$ cat src/rtl/rect_cmd_scheduler_pkg.sv
// Shared shape-command types for the GPU shape schedulers: state encoding,
// the rectangle command record and corner normalization.
package gpu_shape_pkg;

  localparam int COORD_W = 8;
  localparam int COLOR_W = 24;

  typedef enum logic [1:0] {
    ST_IDLE  = 2'd0,
    ST_ISSUE = 2'd1,
    ST_WAIT  = 2'd2
  } sched_state_e;

  typedef struct packed {
    logic [COORD_W-1:0] x0;
    logic [COORD_W-1:0] y0;
    logic [COORD_W-1:0] x1;
    logic [COORD_W-1:0] y1;
    logic               fill;
    logic [COLOR_W-1:0] color;
  } rect_cmd_t;

  // Orders the corners so (x0,y0) is top-left; equal coordinates pass through.
  function automatic rect_cmd_t normalize(input rect_cmd_t c);
    rect_cmd_t n;
    n = c;
    if (c.x0 > c.x1) begin
      n.x0 = c.x1;
      n.x1 = c.x0;
    end
    if (c.y0 > c.y1) begin
      n.y0 = c.y1;
      n.y1 = c.y0;
    end
    return n;
  endfunction

endpackage

$ cat src/rtl/rect_cmd_scheduler_if.sv
// Requester + engine bundle of the rectangle command scheduler.
// SCHED_WATCHDOG_EN adds the eng_abort / err_timeout signals.
interface rect_cmd_scheduler_if #(
    parameter int N_REQ = 4,
    parameter int ID_W  = 2
);
    import gpu_shape_pkg::*;

    logic [N_REQ-1:0]         req;
    logic [COORD_W*N_REQ-1:0] req_x0;
    logic [COORD_W*N_REQ-1:0] req_y0;
    logic [COORD_W*N_REQ-1:0] req_x1;
    logic [COORD_W*N_REQ-1:0] req_y1;
    logic [N_REQ-1:0]         req_fill;
    logic [COLOR_W*N_REQ-1:0] req_color;

    logic [N_REQ-1:0]         ack;
    logic [N_REQ-1:0]         cmd_done;
    logic                     busy;
    logic [ID_W-1:0]          owner;
    logic [1:0]               dbg_state;

    logic                     eng_start;
    logic [COORD_W-1:0]       eng_x0;
    logic [COORD_W-1:0]       eng_y0;
    logic [COORD_W-1:0]       eng_x1;
    logic [COORD_W-1:0]       eng_y1;
    logic                     eng_fill;
    logic [COLOR_W-1:0]       eng_color;
    logic                     eng_done;
`ifdef SCHED_WATCHDOG_EN
    logic                     eng_abort;
    logic                     err_timeout;
`endif

    // Handshake: a requester holds req and its fields stable until it sees its
    // ack bit (one-cycle pulse); req still high after ack is a fresh request,
    // req dropped before ack withdraws it. eng_start/eng_done are single pulses.

    // master: requesters plus the rasterizer engine (the environment)
    modport master (
        output req, req_x0, req_y0, req_x1, req_y1, req_fill, req_color, eng_done,
        input  ack, cmd_done, busy, owner, dbg_state,
        input  eng_start, eng_x0, eng_y0, eng_x1, eng_y1, eng_fill, eng_color
`ifdef SCHED_WATCHDOG_EN
        , input eng_abort, err_timeout
`endif
    );

    // slave: the scheduler itself
    modport slave (
        input  req, req_x0, req_y0, req_x1, req_y1, req_fill, req_color, eng_done,
        output ack, cmd_done, busy, owner, dbg_state,
        output eng_start, eng_x0, eng_y0, eng_x1, eng_y1, eng_fill, eng_color
`ifdef SCHED_WATCHDOG_EN
        , output eng_abort, err_timeout
`endif
    );

endinterface

$ cat src/rtl/rect_cmd_scheduler_rr_arbiter.sv
// Combinational round-robin arbiter: first set req bit searching upward from
// ptr+1 with wrap. Shared by the shape schedulers.
module rr_arbiter #(
    parameter int N    = 4,
    parameter int ID_W = $clog2(N)
) (
    input  logic [N-1:0]    req,
    input  logic [ID_W-1:0] ptr,
    output logic [N-1:0]    grant,
    output logic [ID_W-1:0] grant_id,
    output logic            any
);

    always_comb begin
        logic [ID_W-1:0] idx;
        grant    = '0;
        grant_id = '0;
        any      = 1'b0;
        idx      = '0;
        for (int k = 1; k <= N; k++) begin
            idx = ID_W'((int'(ptr) + k) % N);
            if (!any && req[idx]) begin
                any        = 1'b1;
                grant[idx] = 1'b1;
                grant_id   = idx;
            end
        end
    end

endmodule

$ cat src/rtl/rect_cmd_scheduler.sv
// Shares one rectangle rasterizer among N_REQ requesters (round-robin).
// Optional SCHED_WATCHDOG_EN aborts a draw that exceeds WDT_CYCLES.
module rect_cmd_scheduler
    import gpu_shape_pkg::*;
#(
    parameter int N_REQ      = 4,
    parameter int ID_W       = 2,
    parameter int WDT_CYCLES = 70000
) (
    input logic                  clk,
    input logic                  rst,
    rect_cmd_scheduler_if.slave  bus
);

    localparam logic [1:0] S_IDLE  = 2'(ST_IDLE);
    localparam logic [1:0] S_ISSUE = 2'(ST_ISSUE);
    localparam logic [1:0] S_WAIT  = 2'(ST_WAIT);

    if (N_REQ < 2 || N_REQ > 8 || ID_W != $clog2(N_REQ) || WDT_CYCLES < 2) begin : g_bad_cfg
        $error("rect_cmd_scheduler: invalid N_REQ/ID_W/WDT_CYCLES");
    end

    logic [1:0]       state_q;
    logic [ID_W-1:0]  ptr_q;
    logic [N_REQ-1:0] ack_q;
    logic [N_REQ-1:0] done_q;
    logic             busy_q;
    logic [ID_W-1:0]  owner_q;
    logic             start_q;
    rect_cmd_t        eng_q;

    logic [N_REQ-1:0] grant;
    logic [ID_W-1:0]  grant_id;
    logic             grant_any;
    rect_cmd_t        cmd_arr [N_REQ];
    rect_cmd_t        cmd_sel;

`ifdef SCHED_WATCHDOG_EN
    localparam int              WDT_W    = $clog2(WDT_CYCLES + 1);
    localparam logic [WDT_W-1:0] WDT_LAST = WDT_W'(WDT_CYCLES - 1);
    logic [WDT_W-1:0] wdt_cnt;
    logic             abort_q;
    logic             err_q;
`endif

    always_comb begin
        for (int i = 0; i < N_REQ; i++) begin
            cmd_arr[i].x0    = bus.req_x0[COORD_W*i +: COORD_W];
            cmd_arr[i].y0    = bus.req_y0[COORD_W*i +: COORD_W];
            cmd_arr[i].x1    = bus.req_x1[COORD_W*i +: COORD_W];
            cmd_arr[i].y1    = bus.req_y1[COORD_W*i +: COORD_W];
            cmd_arr[i].fill  = bus.req_fill[i];
            cmd_arr[i].color = bus.req_color[COLOR_W*i +: COLOR_W];
        end
    end

    assign cmd_sel = cmd_arr[grant_id];

    rr_arbiter #(.N(N_REQ), .ID_W(ID_W)) u_arb (
        .req      (bus.req),
        .ptr      (ptr_q),
        .grant    (grant),
        .grant_id (grant_id),
        .any      (grant_any)
    );

    always_ff @(posedge clk or posedge rst) begin
        if (rst) begin
            state_q <= S_IDLE;
            ptr_q   <= ID_W'(N_REQ - 1);
            ack_q   <= '0;
            done_q  <= '0;
            busy_q  <= 1'b0;
            owner_q <= '0;
            start_q <= 1'b0;
            eng_q   <= '0;
`ifdef SCHED_WATCHDOG_EN
            wdt_cnt <= '0;
            abort_q <= 1'b0;
            err_q   <= 1'b0;
`endif
        end else begin
            ack_q   <= '0;
            done_q  <= '0;
            start_q <= 1'b0;
`ifdef SCHED_WATCHDOG_EN
            abort_q <= 1'b0;
`endif
            case (state_q)
                S_IDLE: begin
                    if (grant_any) begin
                        ack_q   <= grant;
                        owner_q <= grant_id;
                        ptr_q   <= grant_id;
                        busy_q  <= 1'b1;
                        eng_q   <= normalize(cmd_sel);
                        state_q <= S_ISSUE;
                    end
                end
                S_ISSUE: begin
                    start_q <= 1'b1;
                    state_q <= S_WAIT;
`ifdef SCHED_WATCHDOG_EN
                    wdt_cnt <= '0;
`endif
                end
                S_WAIT: begin
                    // eng_done takes priority over a coincident timeout
                    if (bus.eng_done) begin
                        done_q  <= N_REQ'(1) << owner_q;
                        busy_q  <= 1'b0;
                        state_q <= S_IDLE;
                    end
`ifdef SCHED_WATCHDOG_EN
                    else if (wdt_cnt == WDT_LAST) begin
                        abort_q <= 1'b1;
                        err_q   <= 1'b1;
                        done_q  <= N_REQ'(1) << owner_q;
                        busy_q  <= 1'b0;
                        state_q <= S_IDLE;
                    end else begin
                        wdt_cnt <= wdt_cnt + 1'b1;
                    end
`endif
                end
                default: state_q <= S_IDLE;
            endcase
        end
    end

    assign bus.ack       = ack_q;
    assign bus.cmd_done  = done_q;
    assign bus.busy      = busy_q;
    assign bus.owner     = owner_q;
    assign bus.dbg_state = state_q;
    assign bus.eng_start = start_q;
    assign bus.eng_x0    = eng_q.x0;
    assign bus.eng_y0    = eng_q.y0;
    assign bus.eng_x1    = eng_q.x1;
    assign bus.eng_y1    = eng_q.y1;
    assign bus.eng_fill  = eng_q.fill;
    assign bus.eng_color = eng_q.color;
`ifdef SCHED_WATCHDOG_EN
    assign bus.eng_abort   = abort_q;
    assign bus.err_timeout = err_q;
`endif

endmodule

$ cat src/flat_wrapper.sv
// flat-port wrapper written by rule: the top's interface ports become plain ports
module rect_cmd_scheduler_flat import gpu_shape_pkg::*;
#(
    parameter int N_REQ      = 4,
    parameter int ID_W       = 2,
    parameter int WDT_CYCLES = 70000
)
  (clk, rst, bus_req, bus_req_x0, bus_req_y0, bus_req_x1, bus_req_y1, bus_req_fill, bus_req_color, bus_eng_done, bus_ack, bus_cmd_done, bus_busy, bus_owner, bus_dbg_state, bus_eng_start, bus_eng_x0, bus_eng_y0, bus_eng_x1, bus_eng_y1, bus_eng_fill, bus_eng_color);
  rect_cmd_scheduler_if #(.N_REQ(N_REQ), .ID_W(ID_W)) bus_i ();
  input logic clk;
  input logic rst;
  input wire logic [$bits(bus_i.req)-1:0] bus_req;
  input wire logic [$bits(bus_i.req_x0)-1:0] bus_req_x0;
  input wire logic [$bits(bus_i.req_y0)-1:0] bus_req_y0;
  input wire logic [$bits(bus_i.req_x1)-1:0] bus_req_x1;
  input wire logic [$bits(bus_i.req_y1)-1:0] bus_req_y1;
  input wire logic [$bits(bus_i.req_fill)-1:0] bus_req_fill;
  input wire logic [$bits(bus_i.req_color)-1:0] bus_req_color;
  input wire logic [$bits(bus_i.eng_done)-1:0] bus_eng_done;
  output wire logic [$bits(bus_i.ack)-1:0] bus_ack;
  output wire logic [$bits(bus_i.cmd_done)-1:0] bus_cmd_done;
  output wire logic [$bits(bus_i.busy)-1:0] bus_busy;
  output wire logic [$bits(bus_i.owner)-1:0] bus_owner;
  output wire logic [$bits(bus_i.dbg_state)-1:0] bus_dbg_state;
  output wire logic [$bits(bus_i.eng_start)-1:0] bus_eng_start;
  output wire logic [$bits(bus_i.eng_x0)-1:0] bus_eng_x0;
  output wire logic [$bits(bus_i.eng_y0)-1:0] bus_eng_y0;
  output wire logic [$bits(bus_i.eng_x1)-1:0] bus_eng_x1;
  output wire logic [$bits(bus_i.eng_y1)-1:0] bus_eng_y1;
  output wire logic [$bits(bus_i.eng_fill)-1:0] bus_eng_fill;
  output wire logic [$bits(bus_i.eng_color)-1:0] bus_eng_color;
  assign bus_i.req = bus_req;
  assign bus_i.req_x0 = bus_req_x0;
  assign bus_i.req_y0 = bus_req_y0;
  assign bus_i.req_x1 = bus_req_x1;
  assign bus_i.req_y1 = bus_req_y1;
  assign bus_i.req_fill = bus_req_fill;
  assign bus_i.req_color = bus_req_color;
  assign bus_i.eng_done = bus_eng_done;
  assign bus_ack = bus_i.ack;
  assign bus_cmd_done = bus_i.cmd_done;
  assign bus_busy = bus_i.busy;
  assign bus_owner = bus_i.owner;
  assign bus_dbg_state = bus_i.dbg_state;
  assign bus_eng_start = bus_i.eng_start;
  assign bus_eng_x0 = bus_i.eng_x0;
  assign bus_eng_y0 = bus_i.eng_y0;
  assign bus_eng_x1 = bus_i.eng_x1;
  assign bus_eng_y1 = bus_i.eng_y1;
  assign bus_eng_fill = bus_i.eng_fill;
  assign bus_eng_color = bus_i.eng_color;
  rect_cmd_scheduler #(.N_REQ(N_REQ), .ID_W(ID_W), .WDT_CYCLES(WDT_CYCLES)) u_core (.clk(clk), .rst(rst), .bus(bus_i));
endmodule
$ cat config.mk
export PLATFORM = sky130hd
export DESIGN_NAME = rect_cmd_scheduler_flat
export DESIGN_NICKNAME = d
export VERILOG_FILES = /design/src/rtl/rect_cmd_scheduler_pkg.sv /design/src/rtl/rect_cmd_scheduler_if.sv /design/src/rtl/rect_cmd_scheduler_rr_arbiter.sv /design/src/rtl/rect_cmd_scheduler.sv /design/src/flat_wrapper.sv
export SDC_FILE = /design/constraint.sdc
export NUM_CORES = 1
export LEC_CHECK = 0
export CAP_MARGIN = 20
export CORE_UTILIZATION = 38
export DETAILED_ROUTE_END_ITERATION = 16
export HOLD_SLACK_MARGIN = 0.12
export MAX_ROUTING_LAYER = met4
export PLACE_DENSITY = 0.78
export SYNTH_ARGS = -nofsm -noshare
export SYNTH_HDL_FRONTEND = slang
export SYNTH_SLANG_ARGS = --single-unit
$ cat constraint.sdc
create_clock -name clk -period 5.1 [get_ports clk]
set_input_delay 1.53 -clock clk [delete_from_list [all_inputs] [get_ports clk]]
set_output_delay 1.53 -clock clk [all_outputs]
set_load 0.005 [all_outputs]
Yosys cells after proc, flatten, opt, wreduce, memory -nomap -nowiden
Cells that the tools add are included.
- input port bits: 235
- output and inout bits: 71
- memories kept: 0
- RAM bits: 0
- bits in latches: 0
- logic and storage cells: 98
- bits in registers: 73
- memory bits (read-only): 0
- div/mod/pow operators: 0
- $add $sub $neg: 4
- shift operators: 1
- reduce and logical (&&, ||, !) cells: 15
- equality and inequality tests: 4
- multipliers: 0
- $lt $le $gt $ge: 11
- muxes and demuxes: 46
- bitwise gates (word level): 4
- operators by type and width (cell ; count):
    57-bit binary-select mux with 2-bit select ; 1
    57-bit two-way mux ; 2
    4-bit two-way mux ; 8
    8-bit two-way mux ; 4
    8-bit greater-than comparator ; 2
    1-bit two-way mux ; 15
    2-bit by 3-bit < comparator with 1-bit output (second input constant) ; 4
    2-bit two-way mux ; 6
    4-bit OR ; 3
    1-bit binary-select mux with 2-bit select ; 4
    1-bit demux with 2-bit select ; 4
    2-bit by 1-bit greater-or-equal comparator with 1-bit output (second input constant) ; 4
    1-bit logical AND ; 7
    2-bit case mux with 3 select lines ; 1
    2-bit by 1-bit adder with 2-bit output (second input constant) ; 2
    2-bit adder (second input constant) ; 2
    2-bit AND reduction ; 2
    1-bit by 2-bit << shifter with 4-bit output (first input constant) ; 1
    3-bit greater-or-equal comparator (second input constant) ; 1
    1-bit logical NOT ; 3
    2-bit NOT with 3-bit output ; 1
    3-bit AND reduction ; 1
    2-bit by 1-bit equality test with 1-bit output (second input constant) ; 1
    2-bit equality test (second input constant) ; 1
    5 further kinds ; 5

Longest topological paths before layout
Gate-level depths: netlist (run 1).
- depth after elaboration: 19
- depth in mapped cells: 25
- depth with buffers taken out: 17

Hierarchy
From an unflattened synthesis (run 1), not the netlist that was laid out.
- cells, all modules: 473
- area, all modules: 5479.0 um^2
- by module, submodules not included (module ; times used ; area an instance (um^2) ; cells an instance ; sequential area each (um^2)):
    rect_cmd_scheduler ; 1 ; 4953.5 ; 405 ; 1829.3
    rr_arbiter ; 1 ; 525.5 ; 68 ; 0.0

Worst setup path before layout (run 1)
OpenSTA, ideal clock, no wires.
- path type: reg2reg
- from: register u_core.ptr_q[0]
- to: register u_core.eng_q, in the netlist u_core.bus.eng_x1[1]
- path slack: -0.059 ns
- arrival time: 5.017 ns
- data required time: 4.958 ns
- path buffers: 7
- library setup time: 0.142 ns
- period minus slack after synthesis: 5.159 ns
- cell stages (with the launch flop): 24
- cell sequence: dfstp_2 buf_4 inv_1 clkbuf_1 buf_1 ha_1 buf_6 mux4_2 nand2b_1 buf_2 a21oi_4 buf_6 nor2_1 a2111oi_2 a21oi_1 ha_1 nor2b_1 o21a_1 o21a_1 o21ai_0 a21o_1 or2_2 buf_1 o221ai_1
- cells in the longest elaborated chain, start to end: 19
- elaborated cells between the ends (all ways): 33
- classes of those cells: add/sub (4); order compare (1); mux (20); bitwise (1); reduce/logical (7)
- RTL lines (item ; RTL line ; text):
    start, declared ; rect_cmd_scheduler.sv:24 ; logic [ID_W-1:0] ptr_q;
    start signal, assigned ; rect_cmd_scheduler.sv:70 ; ptr_q <= ID_W'(N_REQ - 1);
    start signal, assigned ; rect_cmd_scheduler.sv:94 ; ptr_q <= grant_id;
    2-bit by 1-bit adder with 2-bit output ; rect_cmd_scheduler_rr_arbiter.sv:21 ; idx = ID_W'((int'(ptr) + k) % N);
    1-bit binary-select mux with 2-bit select ; rect_cmd_scheduler_rr_arbiter.sv:22 ; if (!any && req[idx]) begin
    1-bit two-way mux (implied by the code) ; rect_cmd_scheduler_rr_arbiter.sv:22 ;
    1-bit two-way mux ; rect_cmd_scheduler_rr_arbiter.sv:22 ;
    1-bit logical NOT ; rect_cmd_scheduler_rr_arbiter.sv:22 ;
    1-bit logical AND ; rect_cmd_scheduler_rr_arbiter.sv:22 ;
    1-bit two-way mux ; rect_cmd_scheduler_rr_arbiter.sv:22 ;
    1-bit logical NOT ; rect_cmd_scheduler_rr_arbiter.sv:22 ;
    [... 2 more ...] ; n/a ;
    1-bit logical NOT ; rect_cmd_scheduler_rr_arbiter.sv:22 ;
    1-bit logical AND ; rect_cmd_scheduler_rr_arbiter.sv:22 ;
    2-bit two-way mux ; rect_cmd_scheduler_rr_arbiter.sv:22 ;
    2-bit NOT with 3-bit output (implied by the code) ; rect_cmd_scheduler.sv:57 ; assign cmd_sel = cmd_arr[grant_id];
    57-bit binary-select mux with 2-bit select ; rect_cmd_scheduler.sv:57 ;
    57-bit two-way mux (implied by the code) (2 in series) ; rect_cmd_scheduler.sv:57 ;
    8-bit greater-than comparator ; rect_cmd_scheduler_pkg.sv:27 ; if (c.x0 > c.x1) begin
    8-bit two-way mux ; rect_cmd_scheduler_pkg.sv:27 ;
    end signal, assigned ; rect_cmd_scheduler.sv:96 ; eng_q <= normalize(cmd_sel);
    end, declared ; rect_cmd_scheduler.sv:30 ; rect_cmd_t eng_q;
Parallel ways exist; a longest one is shown, timed or not. The select of a mux whose other input is x is not followed.
A chain may end at the register's enable or synchronous reset.

Worst setup path in the final report (run 1)
- from: input bus_req[3]
- to: register u_core.eng_q, in the netlist u_core.bus.eng_y0[0]
- cells in the longest elaborated chain, start to end: 18
- elaborated cells between the ends (all ways): 29
- classes of those cells: order compare (1); mux (20); bitwise (1); reduce/logical (7)
- RTL lines (item ; RTL line ; text):
    start, declared ; flat_wrapper.sv:12 ; input wire logic [$bits(bus_i.req)-1:0] bus_req;
    1-bit binary-select mux with 2-bit select ; rect_cmd_scheduler_rr_arbiter.sv:22 ;
    1-bit two-way mux (implied by the code) ; rect_cmd_scheduler_rr_arbiter.sv:22 ;
    1-bit two-way mux ; rect_cmd_scheduler_rr_arbiter.sv:22 ;
    1-bit logical NOT ; rect_cmd_scheduler_rr_arbiter.sv:22 ;
    1-bit logical AND ; rect_cmd_scheduler_rr_arbiter.sv:22 ;
    1-bit two-way mux ; rect_cmd_scheduler_rr_arbiter.sv:22 ;
    1-bit logical NOT ; rect_cmd_scheduler_rr_arbiter.sv:22 ;
    1-bit logical AND ; rect_cmd_scheduler_rr_arbiter.sv:22 ;
    1-bit two-way mux ; rect_cmd_scheduler_rr_arbiter.sv:22 ;
    1-bit logical NOT ; rect_cmd_scheduler_rr_arbiter.sv:22 ;
    1-bit logical AND ; rect_cmd_scheduler_rr_arbiter.sv:22 ;
    2-bit two-way mux ; rect_cmd_scheduler_rr_arbiter.sv:22 ;
    2-bit NOT with 3-bit output (implied by the code) ; rect_cmd_scheduler.sv:57 ;
    57-bit binary-select mux with 2-bit select ; rect_cmd_scheduler.sv:57 ;
    57-bit two-way mux (implied by the code) (2 in series) ; rect_cmd_scheduler.sv:57 ;
    8-bit greater-than comparator ; rect_cmd_scheduler_pkg.sv:31 ; if (c.y0 > c.y1) begin
    8-bit two-way mux ; rect_cmd_scheduler_pkg.sv:31 ;
Parallel ways exist; a longest one is shown, timed or not. The select of a mux whose other input is x is not followed.

==> reports/results.ini, run 1 <==
[sta]
timing.slew.headroom_pct=47.3
achievable-frequency_mhz=199
setup-tns-final_ns=0
fin_crit_ns=5.03
clock_skew_ns=0.00579
setup_viol=0
final.period_utilization_pct=98.7
timing_hold_violations_final=0
final-max-slew-violation-count=0
tightestPinTransition_ns=0.791

[clock_network]
clock_latency_ns=0.34
cts.clk_slew.worst_paths_ns=0.06
cts_made_buffers=9
cts.sink_count=73
clock_path_buffers=2
clock_tree.htree_level_count=3
cts.hold.buffers_added=0
cts_root_buf=sky130_fd_sc_hd__clkbuf_16
tritoncts_clock_tree=done

[hold_path]
worstHoldEndpoint=u_core.bus.eng_color[17]
worstHoldStart=u_core.bus.eng_color[17]
class_of_the_worst_hold_path=register to register
hold_path_depth=1

[die]
placeableCoreArea_sq_um=16500
width_of_the_die_microns=132
num_io_pins=306
fp.dieH_microns=132
row_count=47
dieArea_sq_um=17400
floorplan.initialDensity_pct=38.7

[routing]
detail-route-antenna-nets=0
total_number_of_vias=7911
post_drt_wl_per_cell_microns=20.1
vias_per_cell=5.83
dr.first_iter.drc_count=540
drc=0
drt_pass1_iterations=7
detail_route.wirelength_microns=27300

[global_routing]
largest_net_degree_at_the_start_of_global_routing=70
gr-total-overflow=0
grt_use_total_pct=31.2
grt_first_pass_wirelength_microns=41400
via_count_of_the_first_global_routing_pass=7656
antenna_violations_before_repair=0

[synthesis]
number_of_enable_flip_flop_cells_after_synthesis=0
post_synth_instance_area_sq_um=6400
yosysWarningCount=0
post_synth_inst_count=760
synthesis.nets=1019
yosys_register_bits=73
ffs_w_async_s_r_synth_pct=100
synth_flop_cell=sky130_fd_sc_hd__dfrtp_1
synth.area.top_cells=sky130_fd_sc_hd__dfrtp_1 28%, sky130_fd_sc_hd__nand2_1 5.8%, sky130_fd_sc_hd__ha_1 4.7%
synth.largest_area_cell=sky130_fd_sc_hd__dfrtp_1
synth_largest_type_area_fraction_pct=27.8
ys_seq_area_share_pct=28.6
avg_inst_size_synth_sq_um=8.42
synth_cell_types=67

[flow_run]
max_cap_violations=0

[setup_path]
cp-start-kind=input pin
worst-path-buf-inv=6
cpMostUsedCell=sky130_fd_sc_hd__a21oi_1
r2r_start=u_core.ptr_q[1]
criticalPathCategory=input pin to register
critical_path.top_delay_family=simple AND/OR/NAND/NOR gates
crit_arrival_ns=5.25
crit_fanout=8
critPathRequiredTime_ns=5.32
timing.critical_path.slowest_stage_cell=sky130_fd_sc_hd__mux4_2
worst_r2r_endpoint=u_core.bus.eng_y0[0]
reg2reg_setup_slack_ns=0.20
cp_cell_sequence=dlygate4sd2_1 > buf_4 > mux4_2 > nor2b_4 > buf_6 > nor3_4 > nor2_4 > buf_12 > clkbuf_16 > a21oi_1 > a21oi_1 > inv_1 > ha_1 > and3_4 > nand4_1 > o21ai_2 > a21o_1 > and2_4 > a221o_1
worst_setup_path_end_kind=register
crit_cells=19
cpPeakStageDelay_ns=0.52
ff2ff_path_depth=18

[finish]
layout_common_cells=301 x sky130_fd_sc_hd__clkdlybuf4s50_1, 110 x sky130_fd_sc_hd__buf_4, 95 x sky130_fd_sc_hd__nand2_1
final_common_cell=sky130_fd_sc_hd__clkdlybuf4s50_1
area_growth_syn_to_layout_pct=72.8
antenna-diode-count=0
drive_above_1_share_pct=19.6
num-nets-final=1391

[outcome]
run_status=finished, final reports clean

[placement]
place.gp.congestion=0.970
detailed_place_hpwl_microns=20600
io_port_bufs=305

## cell families (layout without fill, tap and decap cells)
group	Yosys count	count (layout)	synth area share [%]
AO/OA/AOI/OAI	286	286	34.0
adder cells (fa/ha/maj)	24	24	4.69
buffers and inverters	91	468	7.02
flip-flops	73	73	28.6
multiplexers	26	26	5.11
AND/OR/NAND/NOR	260	260	20.6
## Yosys cell counts, types with 5 or more instances
cell,count
sky130_fd_sc_hd__nand2_1,98
sky130_fd_sc_hd__dfrtp_1,71
sky130_fd_sc_hd__a21oi_1,53
sky130_fd_sc_hd__nor2_1,36
sky130_fd_sc_hd__a211oi_1,32
sky130_fd_sc_hd__a21o_1,31
sky130_fd_sc_hd__clkbuf_1,31
sky130_fd_sc_hd__and3_1,30
sky130_fd_sc_hd__or3_1,30
sky130_fd_sc_hd__a311oi_1,25
sky130_fd_sc_hd__ha_1,24
sky130_fd_sc_hd__o21ai_0,19
sky130_fd_sc_hd__buf_2,18
sky130_fd_sc_hd__and2_1,17
sky130_fd_sc_hd__nor2b_1,16
sky130_fd_sc_hd__inv_1,15
sky130_fd_sc_hd__a221o_1,14
sky130_fd_sc_hd__a22oi_1,13
sky130_fd_sc_hd__mux2i_1,11
sky130_fd_sc_hd__mux2_2,10
sky130_fd_sc_hd__nand3_1,10
sky130_fd_sc_hd__o221ai_1,10
sky130_fd_sc_hd__a211o_1,9
sky130_fd_sc_hd__buf_1,8
sky130_fd_sc_hd__buf_4,8
sky130_fd_sc_hd__buf_6,7
sky130_fd_sc_hd__o21ai_1,7
sky130_fd_sc_hd__o22ai_1,7
sky130_fd_sc_hd__o2bb2ai_1,7
sky130_fd_sc_hd__o311ai_0,7
sky130_fd_sc_hd__o22a_1,6
sky130_fd_sc_hd__o311ai_1,6
sky130_fd_sc_hd__a32o_1,5
## through the flow
step,utilization (%),instance area [sq um],instances,hold slack (ns),setup slack [ns]
after floorplan,-,6400,760,0.474,0.0253
after global placement,62.5,10300,1326,0.457,-0.562
after detailed placement,62.5,10300,1326,0.465,-0.625
after CTS,64.6,10700,1346,0.478,0.0140
after global routing,66.9,11100,1357,0.484,-0.0935
final,66.9,11100,1357,0.474,0.0650
## timing repair
item	in CTS	in global routing
cloned	0	2
buffers inserted	4	8
gates resized for setup	14	57
setup endpoints to repair	32	32
pin swaps	5	23
## per-layer routing
| metal | vias to the layer above | share of wire (%) | track usage (%) |
|---|---|---|---|
| met2 | 460 | 49 | 53.1 |
| met5 | - | 0 | - |
| met1 | 3724 | 39 | 36.8 |
| met3 | 92 | 7.7 | 5.27 |
| met4 | 0 | 4.0 | 12.0 |
| li1 | 3635 | - | - |
## worst max-delay path by stage
stage / from / end / slack (ns)
after global placement: bus_req[3] / u_core.bus.eng_y1[0] / -0.56
after global routing: bus_req[3] / u_core.bus.eng_y0[0] / -0.09
after floorplan: u_core.ptr_q[0] / u_core.bus.eng_x1[1] / 0.03
after detailed placement: bus_req[3] / u_core.bus.eng_x1[5] / -0.63
after CTS: bus_req[0] / u_core.bus.eng_y0[0] / 0.01
final: bus_req[3] / u_core.bus.eng_y0[0] / 0.07
## sequential cells by signal, indices dropped and copies added (netlist names), 4 cells and up
register / cells
u_core.bus.ack: 4
u_core.bus.eng_x0: 8
u_core.bus.cmd_done: 4
u_core.bus.eng_color: 24
u_core.bus.eng_y1: 8
u_core.bus.eng_y0: 8
u_core.bus.eng_x1: 8
## cell type report
type                            count  area (sq um)
Fill cell                        1300          5470
Clock inverter                      1          30.0
Clock buffer                       15           258
Sequential cell                    73          1830
Multi-Input combinational cell    596          4380
Tap cell                          220           275
Timing Repair Buffer              435          4210
Inverter                           17          65.1
Power of run 1 is left out: the tool's default activity adds up to more than one toggle a clock period on the data nets, which glitch-free logic cannot reach.
==> run 2, diff against run 1 <==
==> constraint.sdc (replaced) <==
create_clock -name clk -period 4.52 [get_ports clk]
set_input_delay 1.356 -clock clk [delete_from_list [all_inputs] [get_ports clk]]
set_output_delay 1.356 -clock clk [all_outputs]
set_load 0.005 [all_outputs]
==> run 2 against run 1 <==
  * The flow now finishes with violations (negative setup slack)
  * Clock skew up 0.0046 ns
  * Critical endpoint is now u_core.bus.eng_y1[5]
  * Register-to-register slack worse by 0.18 ns
  * Via count up 3.6%
  * Count of clock-buffer cells in the layout down 6
  * Critical path depth unchanged
  * Global-route usage up 1.3 points
  * Core utilization up 3.2 points
  * Die area unchanged
  * Cell area up 4.8%
  * Highest routed layer unchanged
  * Sequential share of layout area down 0.77 points
  * Setup slack worse by 0.089 ns
==> reports/results.ini, run 2 (synthesized netlist as in run 1, its figures left out) <==
[sta]
timing_hold_violations_final=0  ; unchanged
achievable-frequency_mhz=220
clock_skew_ns=0.0104  ; was 0.00579 ns
fin_crit_ns=4.54
timing.slew.headroom_pct=54.0  ; was 47.3%
final-max-slew-violation-count=0  ; unchanged
holdWs_ns=0.474  ; about the same
tightestPinTransition_ns=0.681  ; was 0.791 ns
unrepaired_setup_endpoints_after_global_routing=true
post-route-worst-setup-slack_ns=-0.0236  ; was 0.0650 ns
setup_viol=7  ; was 0
final.period_utilization_pct=101

[setup_path]
worst_setup_path_end_kind=register  ; unchanged
cp-start-kind=input pin  ; unchanged
criticalPathCategory=input pin to register  ; unchanged
crit_arrival_ns=4.77  ; was 5.25 ns
critPathRequiredTime_ns=4.74  ; was 5.32 ns
worst_r2r_endpoint=u_core.bus.eng_y1[5]  ; was u_core.bus.eng_y0[0]
r2r_start=u_core.ptr_q[0]  ; was u_core.ptr_q[1]
ff2ff_path_depth=20  ; was 18
reg2reg_setup_slack_ns=0.02  ; was 0.20 ns
crit_fanout=8  ; unchanged

[clock_network]
clock_latency_ns=0.34  ; about the same
clock_tree.htree_level_count=3  ; unchanged
cts.clk_slew.worst_paths_ns=0.06  ; about the same
cts.sink_count=73  ; unchanged
cts.hold.buffers_added=0  ; unchanged
tritoncts_clock_tree=done  ; unchanged
cts_root_buf=sky130_fd_sc_hd__clkbuf_16  ; unchanged
cts_made_buffers=9  ; unchanged
clock_path_buffers=2  ; unchanged

[routing]
total_number_of_vias=8194  ; was 7911
drt_pass1_iterations=5  ; was 7
drc=0  ; unchanged
vias_per_cell=5.92  ; was 5.83
detail_route.wirelength_microns=28600  ; was 27300 microns
post_drt_wl_per_cell_microns=20.7  ; was 20.1 microns
detail-route-antenna-nets=0  ; unchanged
dr.first_iter.drc_count=673  ; was 540

[placement]
detailed_place_hpwl_microns=20900  ; was 20600 microns
place.gp.congestion=0.973  ; was 0.970
io_port_bufs=305  ; unchanged

[finish]
drive_above_1_share_pct=24.4  ; was 19.6%
num-nets-final=1417  ; was 1391
area_growth_syn_to_layout_pct=81.2  ; was 72.8%
final_common_cell=sky130_fd_sc_hd__clkdlybuf4s50_1  ; unchanged
number_of_flip_flops_in_the_largest_register=24  ; unchanged
layout_common_cells=301 x sky130_fd_sc_hd__clkdlybuf4s50_1, 127 x sky130_fd_sc_hd__buf_4, 95 x sky130_fd_sc_hd__nand2_1  ; was 301 x sky130_fd_sc_hd__clkdlybuf4s50_1, 110 x sky130_fd_sc_hd__buf_4, 95 x sky130_fd_sc_hd__nand2_1

[hold_path]
worstHoldEndpoint=u_core.bus.eng_color[15]  ; was u_core.bus.eng_color[17]
class_of_the_worst_hold_path=register to register  ; unchanged
hold_path_depth=1  ; unchanged
worstHoldStart=u_core.bus.eng_color[15]  ; was u_core.bus.eng_color[17]

[die]
placeableCoreArea_sq_um=16500  ; unchanged
row_count=47  ; unchanged
floorplan.initialDensity_pct=38.7  ; unchanged
num_io_pins=306  ; unchanged
dieArea_sq_um=17400  ; unchanged
width_of_the_die_microns=132  ; unchanged
fp.dieH_microns=132  ; unchanged

[global_routing]
grt_use_total_pct=32.6  ; was 31.2%
grt_first_pass_wirelength_microns=43200  ; was 41400 microns
met2_usage_pct=54.8  ; was 53.1%
top_usage_layer=met2  ; unchanged
gr-total-overflow=0  ; unchanged
antenna_violations_before_repair=1  ; was 0
largest_net_degree_at_the_start_of_global_routing=70  ; unchanged
grtUsageMet1_pct=39.1  ; was 36.8%
via_count_of_the_first_global_routing_pass=8026  ; was 7656
met3_usage_pct=5.19  ; was 5.27%

[outcome]
violations_in_the_final_reports=negative setup slack
run_status=complete, but fails checks  ; was finished, final reports clean

[flow_run]
max_cap_violations=0  ; unchanged

run 2: cell types whose count changed in the layout (fill, tap and decap cells not counted), moves of 3 or more:
| cell | previous run | this run |
|---|---|---|
| sky130_fd_sc_hd__buf_16 | 0 | 3 |
| sky130_fd_sc_hd__o221ai_2 | 0 | 6 |
| sky130_fd_sc_hd__clkbuf_1 | 5 | 0 |
| sky130_fd_sc_hd__a211oi_4 | 1 | 5 |
| sky130_fd_sc_hd__o221ai_1 | 10 | 4 |
| sky130_fd_sc_hd__clkinvlp_4 | 0 | 3 |
| sky130_fd_sc_hd__buf_6 | 6 | 10 |
| sky130_fd_sc_hd__o311ai_0 | 7 | 4 |
| sky130_fd_sc_hd__inv_1 | 13 | 10 |
| sky130_fd_sc_hd__buf_4 | 110 | 127 |
| sky130_fd_sc_hd__buf_12 | 11 | 17 |
run 2: worst max path at each step:
stage | cells after the start | from | slack, ns | to
global placement | 15 | bus_req[2] | -0.71 | u_core.bus.eng_y0[3]
detailed placement | 15 | bus_req[2] | -0.82 | u_core.bus.eng_y1[4]
CTS | 18 | bus_req[3] | 0.002 | u_core.bus.eng_y1[4]
global route | 16 | bus_req[0] | -0.1 | u_core.bus.eng_y1[5]
floorplan | 23 | u_core.ptr_q[0] | -0.15 | u_core.bus.eng_y0[0]
finish | 19 | bus_req[0] | -0.02 | u_core.bus.eng_y1[5]
run 2: critical path, stage by stage:
cell                       delay [ns]
sky130_fd_sc_hd__buf_8           0.10
sky130_fd_sc_hd__mux4_2          0.49
sky130_fd_sc_hd__buf_6           0.16
sky130_fd_sc_hd__a21boi_4        0.14
sky130_fd_sc_hd__o211ai_2        0.23
sky130_fd_sc_hd__buf_6           0.16
sky130_fd_sc_hd__nand2_8         0.07
sky130_fd_sc_hd__buf_12          0.13
sky130_fd_sc_hd__buf_4           0.14
sky130_fd_sc_hd__a21oi_1         0.23
sky130_fd_sc_hd__a21oi_2         0.11
sky130_fd_sc_hd__inv_1           0.07
sky130_fd_sc_hd__ha_1            0.23
sky130_fd_sc_hd__and3_4          0.19
sky130_fd_sc_hd__nand4_1         0.13
sky130_fd_sc_hd__o21ai_4         0.09
sky130_fd_sc_hd__a21o_4          0.21
sky130_fd_sc_hd__and2_4          0.20
sky130_fd_sc_hd__a221o_1         0.32
run 2: cell type report:
cell class | instances | area, sq um
Inverter | 17 | 70.1
Timing Repair Buffer | 461 | 4550
Fill cell | 1220 | 4940
Multi-Input combinational cell | 596 | 4570
Sequential cell | 73 | 1830
Clock buffer | 9 | 225
Clock inverter | 7 | 71.3
Tap cell | 220 | 275
Antenna cell | 1 | 2.50
run 2: repair_timing:
action                                  4_1_cts  5_1_grt
pin swaps                                    23       40
cloned                                        3        0
resized for setup                            44       67
endpoints found under the setup margin       32       32
setup buffers                                19       15
run 2: through the flow:
stage / setup slack [ns] / std cells / util [%] / TNS (ns) / cell area (sq um)
after global placement: -0.706 / 1330 / 63.5 / -20.83 / 10500
after detailed placement: -0.825 / 1330 / 63.5 / -24.28 / 10500
after CTS: 0.00158 / 1367 / 67.4 / 0 / 11100
after global routing: -0.0965 / 1384 / 70.1 / -1.64 / 11600
final: -0.0236 / 1384 / 70.1 / -0.0899 / 11600
after floorplan: -0.149 / 760 / - / -3.51 / 6590
run 2: metal layers:
metal / vias up / share of wire, %
met5: - / 0
met4: 0 / 3.8
met3: 95 / 8.3
met2: 500 / 49
met1: 3914 / 39
li1: 3685 / -
Power of run 2 is left out for the same reason.
